### src/rtl/log_pkg.sv
// log_pkg: shared encodings for the data-logger acquisition sequencer.
package log_pkg;
    typedef enum logic [2:0] {IDLE, WAIT_SMP, WR, ERASE, FIN} state_t;
    localparam logic [1:0] CMD_ABORT = 2'b00;
    localparam logic [1:0] CMD_REC   = 2'b01;
    localparam logic [1:0] CMD_ERASE = 2'b10;
    localparam logic [1:0] ERR_NONE  = 2'd0;
    localparam logic [1:0] ERR_RANGE = 2'd1;
    localparam logic [1:0] ERR_OVR   = 2'd2;
    localparam logic [1:0] ERR_TMO   = 2'd3;
    localparam logic [7:0] ERASE_BYTE = 8'hFF;
endpackage

### src/rtl/log_tmo_cnt.sv
// log_tmo_cnt: counts stalled request cycles; tmo marks the TMO_CYC-th consecutive stall.
module log_tmo_cnt #(
    parameter int TMO_CYC = 4096
) (
    input  logic clk,
    input  logic reset,
    input  logic clr,
    input  logic en,
    output logic tmo
);
    localparam int CW = $clog2(TMO_CYC + 1);
    logic [CW-1:0] cnt;
    assign tmo = en && (cnt == CW'(TMO_CYC - 1));
    always_ff @(posedge clk) begin
        if (!reset || clr || !en) cnt <= '0;
        else cnt <= cnt + 1'b1;
    end
endmodule

### src/rtl/log_seq_ctrl.sv
// log_seq_ctrl: walks a write pointer from start_adr to stop_adr, one memory write per sample or erase byte.
// Build option LOG_SEQ_WRAP_EN makes record mode circular (reload start at stop, pulse done, keep running).
module log_seq_ctrl
    import log_pkg::*;
#(
    parameter int AW      = 24,
    parameter int DW      = 8,
    parameter int TMO_CYC = 4096
) (
    input  logic          clk,
    input  logic          reset,
    input  logic          pkt_done,
    input  logic [AW-1:0] start_adr,
    input  logic [AW-1:0] stop_adr,
    input  logic [AW-1:0] status,
    input  logic          smp_valid,
    input  logic [DW-1:0] smp_data,
    output logic          mem_req,
    output logic [AW-1:0] mem_adr,
    output logic [DW-1:0] mem_wdata,
    input  logic          mem_ready,
    output logic          busy,
    output logic          done,
    output logic [1:0]    err
);
    state_t state, state_n;
    logic [AW-1:0] ptr, ptr_n, stop, stop_n;
    logic [DW-1:0] wdata_n;
    logic [1:0] cmd, err_n;
    logic req_n, busy_n, done_n, xfer, tmo, abort, unused_ok;
    assign cmd = status[1:0];
    assign unused_ok = &{1'b0, status[AW-1:2]};
    assign xfer = mem_req & mem_ready;
    assign abort = pkt_done && (cmd == CMD_ABORT) && (state != IDLE);
    assign mem_adr = ptr;
    log_tmo_cnt #(.TMO_CYC(TMO_CYC)) u_tmo (
        .clk(clk), .reset(reset), .clr(xfer), .en(mem_req & ~mem_ready), .tmo(tmo)
    );
`ifdef LOG_SEQ_WRAP_EN
    logic [AW-1:0] start_q;
    always_ff @(posedge clk) begin
        if (!reset) start_q <= '0;
        else if (state == IDLE && pkt_done) start_q <= start_adr;
    end
`endif
    always_comb begin
        state_n = state;
        ptr_n   = ptr;
        stop_n  = stop;
        wdata_n = mem_wdata;
        req_n   = mem_req;
        busy_n  = busy;
        done_n  = 1'b0;
        err_n   = err;
        case (state)
            IDLE: if (pkt_done && (cmd == CMD_REC || cmd == CMD_ERASE)) begin
                if (start_adr <= stop_adr) begin
                    ptr_n   = start_adr;
                    stop_n  = stop_adr;
                    err_n   = ERR_NONE;
                    busy_n  = 1'b1;
                    req_n   = (cmd == CMD_ERASE);
                    wdata_n = (cmd == CMD_ERASE) ? DW'(ERASE_BYTE) : mem_wdata;
                    state_n = (cmd == CMD_REC) ? WAIT_SMP : ERASE;
                end else err_n = ERR_RANGE;
            end
            WAIT_SMP: if (smp_valid) begin
                wdata_n = smp_data;
                req_n   = 1'b1;
                state_n = WR;
            end
            WR, ERASE: if (xfer) begin
                // erase streams back-to-back; record waits for the next sample
                req_n   = (state == ERASE);
                ptr_n   = ptr + 1'b1;
                state_n = (state == ERASE) ? ERASE : WAIT_SMP;
                if (ptr == stop) begin
                    done_n = 1'b1;
`ifdef LOG_SEQ_WRAP_EN
                    if (state == WR) ptr_n = start_q;
                    else
`endif
                    begin
                        req_n   = 1'b0;
                        busy_n  = 1'b0;
                        state_n = FIN;
                    end
                end
            end else begin
                if (state == WR && smp_valid) err_n = ERR_OVR;
                if (tmo) begin
                    err_n   = ERR_TMO;
                    req_n   = 1'b0;
                    busy_n  = 1'b0;
                    state_n = IDLE;
                end
            end
            FIN:     state_n = IDLE;
            default: state_n = IDLE;
        endcase
        // abort wins over everything, including a transfer completing this cycle
        if (abort) begin
            req_n   = 1'b0;
            busy_n  = 1'b0;
            done_n  = 1'b0;
            state_n = IDLE;
        end
    end
    always_ff @(posedge clk) begin
        if (!reset) begin
            state     <= IDLE;
            ptr       <= '0;
            stop      <= '0;
            mem_wdata <= '0;
            mem_req   <= 1'b0;
            busy      <= 1'b0;
            done      <= 1'b0;
            err       <= ERR_NONE;
        end else begin
            state     <= state_n;
            ptr       <= ptr_n;
            stop      <= stop_n;
            mem_wdata <= wdata_n;
            mem_req   <= req_n;
            busy      <= busy_n;
            done      <= done_n;
            err       <= err_n;
        end
    end
endmodule

### config.mk
export PLATFORM = sky130hd
export DESIGN_NAME = log_seq_ctrl
export DESIGN_NICKNAME = d
export VERILOG_FILES = /design/src/rtl/log_pkg.sv /design/src/rtl/log_tmo_cnt.sv /design/src/rtl/log_seq_ctrl.sv
export SDC_FILE = /design/constraint.sdc
export NUM_CORES = 1
export LEC_CHECK = 0
export CORE_AREA = 2 2 93 140
export DETAILED_ROUTE_END_ITERATION = 16
export DIE_AREA = 0 0 95 142
export HOLD_SLACK_MARGIN = 0.12
export MAX_ROUTING_LAYER = met4
export PLACE_DENSITY = 0.71
export SYNTH_ARGS = -nofsm -noshare
export SYNTH_HDL_FRONTEND = slang
export SYNTH_HIERARCHICAL = 1
export SYNTH_SLANG_ARGS = --single-unit
### constraint.sdc
create_clock -name clk -period 2.8 [get_ports clk]
set_clock_uncertainty 0.15 [all_clocks]
set_input_delay 0.56 -clock clk [delete_from_list [all_inputs] [get_ports clk]]
set_output_delay 0.56 -clock clk [all_outputs]
set_load 0.01 [all_outputs]
# Word level (Yosys, flattened, before mapping)
# Index checks and enable logic that the tools add are counted.
dict set report word_totals {
  wordCells 97
  ff_bits 77
}
dict set report classes {
  n_addsub 2
  mux 37
  n_reduce_logical 26
  magnitude_cmp 1
  bitwise 6
  eq_ne 16
}
# cell n
set ops {}
lappend ops {{$mux W24} 3}
lappend ops {{$pmux W24 S2} 1}
lappend ops {{$mux W8} 4}
lappend ops {{$add A24 B1 Y24 const B} 1}
lappend ops {{$eq A24 B24 Y1} 1}
lappend ops {{$le A24 B24 Y1} 1}
lappend ops {{$mux W3} 6}
lappend ops {{$pmux W8 S2} 1}
lappend ops {{$reduce_and A5 Y1} 3}
lappend ops {{$add A13 B1 Y13 const B} 1}
lappend ops {{$eq A13 B12 Y1 const B} 1}
lappend ops {{$mux W1} 12}
lappend ops {{$mux W2} 6}
lappend ops {{$reduce_and A4 Y1} 3}
lappend ops {{$ne A2 B2 Y1 const B} 5}
lappend ops {{$pmux W3 S3} 1}
lappend ops {{$eq A3 B2 Y1 const B} 2}
lappend ops {{$ne A3 B3 Y1 const B} 2}
lappend ops {{$reduce_bool A3 Y1} 2}
lappend ops {{$logic_and A1 B1 Y1} 5}
lappend ops {{$not A1 Y1} 4}
lappend ops {{$pmux W2 S2} 1}
lappend ops {{$reduce_bool A2 Y1} 2}
lappend ops {{$reduce_or A2 Y1} 2}
lappend ops {{14 further kinds} 18}

# Longest topological paths before layout
dict set report depth {
  word_depth 6
  depth_mapped 11
  ltp_nobuf 9
}

# Modules after synthesis
# Netlist, hierarchy kept.
# module cells_each seq_area_each_um2 area_per_inst_um2 instances
set modules_own_cells {}
lappend modules_own_cells {log_seq_ctrl 513 1281.2 4201.5 1}
lappend modules_own_cells {log_tmo_cnt 65 260.2 596.8 1}

# Worst setup path after synthesis
# Ideal clock, no wire load.
dict set report synth_timing {
  kind {input port to flip-flop}
  from {input stop_adr[22]}
  to {register mem_wdata[0]}
  path_stages 10
  arrival_time_ps 2341
  path_slack_ps 192
  setup_ps 117
  cell_sequence {inv_1 -> ha_1 -> nand4_2 -> nor3_1 -> or3b_1 -> a21oi_4 -> o31ai_2 -> and3_1 -> buf_6 -> o22a_1}
}
dict set report synth_between {
  elab_chain_len 3
}
# item line
set synth_lines {}
lappend synth_lines {{start, declared} log_seq_ctrl.sv:14} ;# input logic [AW-1:0] stop_adr,
lappend synth_lines {{$le A24 B24 Y1} log_seq_ctrl.sv:57} ;# if (start_adr <= stop_adr) begin
lappend synth_lines {{$ne A2 B2 Y1 (no source line)} -}
lappend synth_lines {{$reduce_and A5 Y1 (no source line)} -}
lappend synth_lines {{end signal, assigned} log_seq_ctrl.sv:123} ;# mem_wdata <= wdata_n;
lappend synth_lines {{end, declared} log_seq_ctrl.sv:20} ;# output logic [DW-1:0] mem_wdata,
# Every way passes these cells.
# A chain may end at the register's enable or synchronous reset.

# Worst setup path in the final report
dict set report layout_timing {
  from {input stop_adr[23]}
  to {register ptr[16], in the netlist mem_adr[16]}
}
dict set report layout_between {
  elab_chain_len 3
}
# item line
set layout_lines {}
lappend layout_lines {{$le A24 B24 Y1} log_seq_ctrl.sv:57}
lappend layout_lines {{$ne A2 B2 Y1 (no source line)} -}
lappend layout_lines {{$reduce_and A4 Y1 (no source line)} -}
lappend layout_lines {{end signal, assigned} log_seq_ctrl.sv:121} ;# ptr <= ptr_n;
lappend layout_lines {{end, declared} log_seq_ctrl.sv:27} ;# logic [AW-1:0] ptr, ptr_n, stop, stop_n;
# Every way passes these cells.

==> summary.txt <==
Largest net degree at the start of global routing = 31
Initial core utilization = 0.389
Via count = 5033
Psw = 0.00143 W
Clock transition at path regs = 0.06 ns
Pins Over Slew Limit = 0
First-pass GRT wire length = 24000 µm
Chip width = 95 µm
Most used DFF post-synth = dfxtp_1
Synth Cell Area = 4800 µm²
Met2 Usage GRT = 0.421
Crit path launch type = primary input
Syn-to-layout area delta = 49.0%
Post-Syn Area per Cell = 8.30 µm²
Top Usage Layer GRT = met2
Setup slack, reg-to-reg = 0.16 ns
Leak = 2.87 nW
Routing usage on met3 = 0.0376
Int Power = 0.00271 W
Seq/Total Area, Yosys = 0.321
TritonCTS clock tree = built
Worst slew margin = 0.670
DIE AREA = 13500 µm²
Initial antenna violation count = 0
Residual DRC = 0
Ys Warns = 6
Reg2Reg Depth = 8
Port buffer count = 99
Final setup viols = 0
Crit path max fanout = 7
Routed len/inst = 17.2 µm
Slew @ Worst Pin = 0.493 ns
Clock Power Share = 0.290
Worst hold path depth = 2
CTS Root Cell = clkbuf_16
Syn nets = 692
Antenna Diode Count = 0
Status = complete, no violations
GRT Util Overall = 0.236
Clk buf depth = 2
Layout cells sized above 1 = 0.233
Routed Antenna Nets = 0
WS Path Type = in -> reg
Fill cell count = 1046
Global route total overflow = 0
Detailed placement HPWL = 10900 µm
Peak supply drop = 0.000390 V
Critical Path AT = 2.82 ns
PwrDens = 580 nW/µm²
Site row count = 50
Worst skew pair latency = 0.34 ns
IO Count = 122
Sink Count = 77
Async SR Flop Fraction = 0
Worst Hold Class = reg -> reg
Final Cycle Share = 0.979
Post-synth EDFFs = 0
First-pass DRT Iterations = 5
Final worst path period need = 2.74 ns
Critical path required time = 2.88 ns
Crit end category = flip-flop
GPL Wtd Cong = 0.887
Cells after Synth = 578
Core footprint = 12300 µm²
Flop and latch count out of synthesis = 77
Setup TNS Final = 0 ns
Final Util = 0.580
DRT iter0 DRCs = 294
Comb pwr share = 0.372
Vias in the first global route = 5022
Inserted Clock Buffers = 9
Maxcap violations = 0
Maximum clock rate = 365 MHz
Met1 Use GR = 0.239
Die Span Y = 142 µm
Fin. Hold Viols = 0
Final net count = 853
Sequential share of power = 0.338
Switching Share = 0.346
CTS H-tree depth = 3
Vias per cell = 5.59
DRT Wirelength = 15500 µm
Distinct cells, synth = 67
[path summary, 6_finish.rpt]
| path | to | from |
|---|---|---|
| worst min-delay path | err[0] | err[0] |
| worst max-delay path | mem_adr[16] | stop_adr[23] |
| worst max register to register | mem_adr[22] | mem_adr[1] |
| worst min register to register | err[0] | err[0] |
[critical path, stage by stage]
cell and delay [ns]:
dlygate4sd2_1 0.25, inv_2 0.06, ha_4 0.29, nand4_4 0.15
nor4_4 0.34, and2_4 0.20, a31oi_4 0.04, buf_6 0.15
o31a_4 0.38, buf_4 0.15, o221a_1 0.24
[cells in the final DEF (no fill, tap or decap), types with 4 or more instances in the layout]
cell type and instances:
a211oi_1 5, a21oi_1 50, a21oi_2 4, and2_1 5, and2_2 6, buf_4 72
buf_6 4, clkbuf_16 9, clkdlybuf4s50_1 52, dfxtp_1 77, dlygate4sd2_1 34, dlymetal6s2s_1 11
ha_1 11, ha_4 18, inv_1 19, inv_2 15, mux2i_1 25, nand2_1 55
nand2b_1 5, nand3_1 20, nand4_1 13, nor2_1 56, nor3_1 14, nor4_1 6
o21ai_0 17, o21ai_1 4, o22a_1 9, o31ai_1 12, xnor2_1 17, xor2_1 10
[cell families after synthesis]
| family | count (synthesis) | share of synthesized area |
|---|---|---|
| flip-flops | 77 | 0.321 |
| multiplexers | 28 | 0.0587 |
| AO/OA/AOI/OAI | 135 | 0.190 |
| adder cells (fa/ha/maj) | 29 | 0.0756 |
| AND/OR/NAND/NOR | 215 | 0.233 |
| buffers and inverters | 67 | 0.0722 |
| XOR/XNOR | 27 | 0.0493 |
[area by class of cell]
type | count | area [µm²] | area share
Inverter | 35 | 131 | 0.0184
Clock buffer | 9 | 225 | 0.0315
Multi-Input combinational cell | 436 | 3300 | 0.462
Timing Repair Buffer | 180 | 1670 | 0.234
Clock inverter | 7 | 81.3 | 0.0114
Tap cell | 156 | 195 | 0.0273
Sequential cell | 77 | 1540 | 0.216
[repair_timing]
action	in CTS	in global routing
setup buffers	10	2
pin swaps	19	12
resized for setup	91	27
cloned	4	0
setup endpoints to repair	59	60
hold buffers	0	0
[synthesized netlist by cell type (10+ instances only)]
cell type   n  share of area
dfxtp_1    77           0.32
nor2_1     57          0.045
nand2_1    56          0.044
a21oi_1    54          0.056
inv_1      34          0.027
ha_1       29          0.076
mux2i_1    27          0.056
nand3_1    20          0.021
o21ai_0    19          0.020
xnor2_1    17          0.031
clkbuf_1   16          0.013
nor3_1     16          0.017
nand4_1    13          0.017
o31ai_1    12          0.019
xor2_1     10          0.018
[power by group through the flow]
stage	Combinational (W)	Clock, W	Sequential [W]
2_1_floorplan	0.000815	0	0.00140
5_1_grt	0.00167	0.00127	0.00142
3_5_place_dp	0.00137	0	0.00142
4_1_cts	0.00151	0.00122	0.00140
3_3_place_gp	0.00133	0	0.00141
6_report	0.00154	0.00120	0.00140
[per-layer routing]
| metal | up-vias | part of all wire |
|---|---|---|
| met2 | 208 | 0.53 |
| met3 | 62 | 0.048 |
| met1 | 2361 | 0.37 |
| met5 | - | 0 |
| met4 | 0 | 0.050 |
| li1 | 2402 | - |
[registers in the layout, indices dropped and copies added (netlist names), 2 cells and up]
signal	count
state	3
mem_adr	24
mem_wdata	8
err	2
stop	24
u_tmo/cnt	13
[stage by stage]
step	instance area, µm²	setup slack, ns	power, W	hold WS [ns]	instances
detailed placement	6290	-0.665	0.00279	0.301	868
global route	7150	-0.00588	0.00435	0.349	900
global placement	6290	-0.552	0.00274	0.293	868
CTS	7000	0.00633	0.00412	0.311	898
finish	7150	0.0584	0.00415	0.314	900
floorplan	4800	0.192	0.00222	0.280	578
(Power assumes the default switching activity.)
==> RTL change (config.mk and constraints unchanged) <==
Take the reset off `mem_wdata` and load it in a clocked block of its own.
--- a/src/rtl/log_seq_ctrl.sv
+++ b/src/rtl/log_seq_ctrl.sv
@@ -111,7 +111,6 @@
             state     <= IDLE;
             ptr       <= '0;
             stop      <= '0;
-            mem_wdata <= '0;
             mem_req   <= 1'b0;
             busy      <= 1'b0;
             done      <= 1'b0;
@@ -120,12 +119,15 @@
             state     <= state_n;
             ptr       <= ptr_n;
             stop      <= stop_n;
-            mem_wdata <= wdata_n;
             mem_req   <= req_n;
             busy      <= busy_n;
             done      <= done_n;
             err       <= err_n;
         end
     end
+
+    always_ff @(posedge clk) begin
+        mem_wdata <= wdata_n;
+    end
 endmodule
 
Check against the original RTL: not equivalent (Yosys sat finds a counterexample within 4 cycles, from zero or initial values and one cycle with reset low).
==> RTL change against the original RTL <==
- first-iteration DRC count increased by 24%
- worst setup slack got worse by 9.4 ps
- area after synthesis increased by 2.2%
- total power decreased by 1.6%
- cell count increased by 3.8%
- sequential cell count unchanged
- cell area increased by 1.8%
- clock power decreased by 6%
- die area unchanged
- routed wire length increased by 16%
==> RTL change: results (changes against the original RTL) <==
outcome: "finished clean"  # unchanged
critical-path-top-delay-family: "buffers and inverters"  # was simple AND/OR/NAND/NOR gates
post-route-period-util: 0.9825  # was 0.9791
cts_buffer_depth: 2  # unchanged
fin_cells: 934  # was 900
arrival_ps: 2810  # was 2820 ps
hold_end: "u_tmo/cnt[11]$_SDFF_PP0_"  # was err[0]$_SDFFE_PN0P_
synth_top_cells_by_count: "dfxtp_1, a21oi_1, o21ai_0, nand3_1, nand2_1"  # was dfxtp_1, nor2_1, nand2_1, a21oi_1, inv_1
postPlaceCellArea_sq_mm: 0.006583  # was 0.006292 sq mm
cts_setup_buffers: 8  # was 10
grt_pass1_wl_microns: 26980  # was 24020 microns
dp_slack_ps: -622.7  # was -665.0 ps
clk_latency_ps: 340  # about the same
drt-total-wl_microns: 17880  # was 15460 microns
max_stage_delay_ps: 550  # was 380 ps
slowest_stage: "clkdlybuf4s50_1"  # was o31a_4
holdCritStartpoint: "u_tmo/cnt[11]$_SDFF_PP0_"  # was err[0]$_SDFFE_PN0P_
ys_types: 70  # was 67
crit_path_max_fanout: 15  # was 7
gp_congestion: 0.9887  # was 0.8874
nets: 887  # was 853
p_leak_nw: 2.836  # was 2.870 nW
rr_endpoint: "mem_adr[22]$_SDFFE_PN0P_"  # unchanged
irDropWorstVdd_mv: 0.2966  # was 0.3896 mV
dp_hpwl_microns: 13070  # was 10890 microns
holdWs_ps: 324.5  # was 314.5 ps
drive_gt1_frac: 0.2326  # was 0.2325
syn_nets: 716  # was 692
viasPerCell: 5.824  # was 5.592
grt_util_all_layers: 0.2688  # was 0.2360
crit_start: "start_adr[3]"  # was stop_adr[23]
synth_area_leaders: "dfxtp_1, ha_1, a21oi_1"  # unchanged
n_fill_cell: 1071  # was 1046
maxSlewHeadroom: 0.5297  # was 0.6701
numPlacedInstances: 907  # was 868
cp-endpoint: "mem_adr[6]$_SDFFE_PN0P_"  # was mem_adr[16]$_SDFFE_PN0P_
ys_seq_area_frac: 0.3307  # was 0.3213
cts-resized-gates: 57  # was 91
syn_inst: 602  # was 578
worstRegToRegCells: 7  # was 8
synth_edf_count: 8  # was 0
clk_pin_slew_worst_paths_ps: 60  # about the same
grt_pass1_vias: 5508  # was 5022
grt_max_degree: 44  # was 31
initialDrtViolationCount: 365  # was 294
-- RTL change: cell count changes after synthesis, moves of 8 or more --
cell	before	now
xnor2_1	17	28
mux2i_1	27	4
dfxtp_1	77	69
o21ai_0	19	50
nor2_1	57	33
a31oi_1	2	13
edfxtp_1	0	8
xor2_1	10	2
nand2b_1	5	13
nand2_1	56	40
nand3_1	20	46
o22a_1	9	1
-- RTL change: layer usage --
metal / routed length (microns) / global-route usage / up-vias
met5: 0 / - / -
met4: 1136 / 0.1846 / 0
met3: 740 / 0.03178 / 65
met2: 9419 / 0.4811 / 222
met1: 6587 / 0.2652 / 2592
li1: - / - / 2561
-- RTL change: power by group --
| part | internal [mW] | total [mW] | leakage [nW] | switching [mW] |
|---|---|---|---|---|
| registers | 1.24 | 1.39 | 0.621 | 0.156 |
| logic | 0.661 | 1.55 | 2.08 | 0.894 |
| clock network | 0.658 | 1.13 | 0.138 | 0.473 |
-- RTL change: logic make-up (layout without fill, tap and decap cells) --
family / after synthesis / in the layout / share of synthesized area
and+or+nand+nor: 212 / 212 / 0.2365
AOI/OAI and AO/OA: 175 / 175 / 0.2274
DFF: 77 / 77 / 0.3307
buffers and inverters: 75 / 251 / 0.06966
xor gates and xnor gates: 30 / 30 / 0.05359
adders and majority gates: 29 / 29 / 0.07400
muxes: 4 / 4 / 0.008166
-- RTL change: final cells by class --
class	count	area [sq um]	area share
inverters	39	146.4	0.02011
repair buffers	196	1794	0.2465
flip-flops and latches	77	1622	0.2228
clock buffers	12	257.7	0.03541
clock inverters	4	30.03	0.004126
well taps	156	195.2	0.02682
multi-input cells	450	3233	0.4442
-- RTL change: worst reg2reg max path: cells and delay by family, from the launching register on --
kind	cells	cell delay (ps)
compound gates	3	670
fa+ha+maj	1	290
flops	1	510
simple gates	3	840
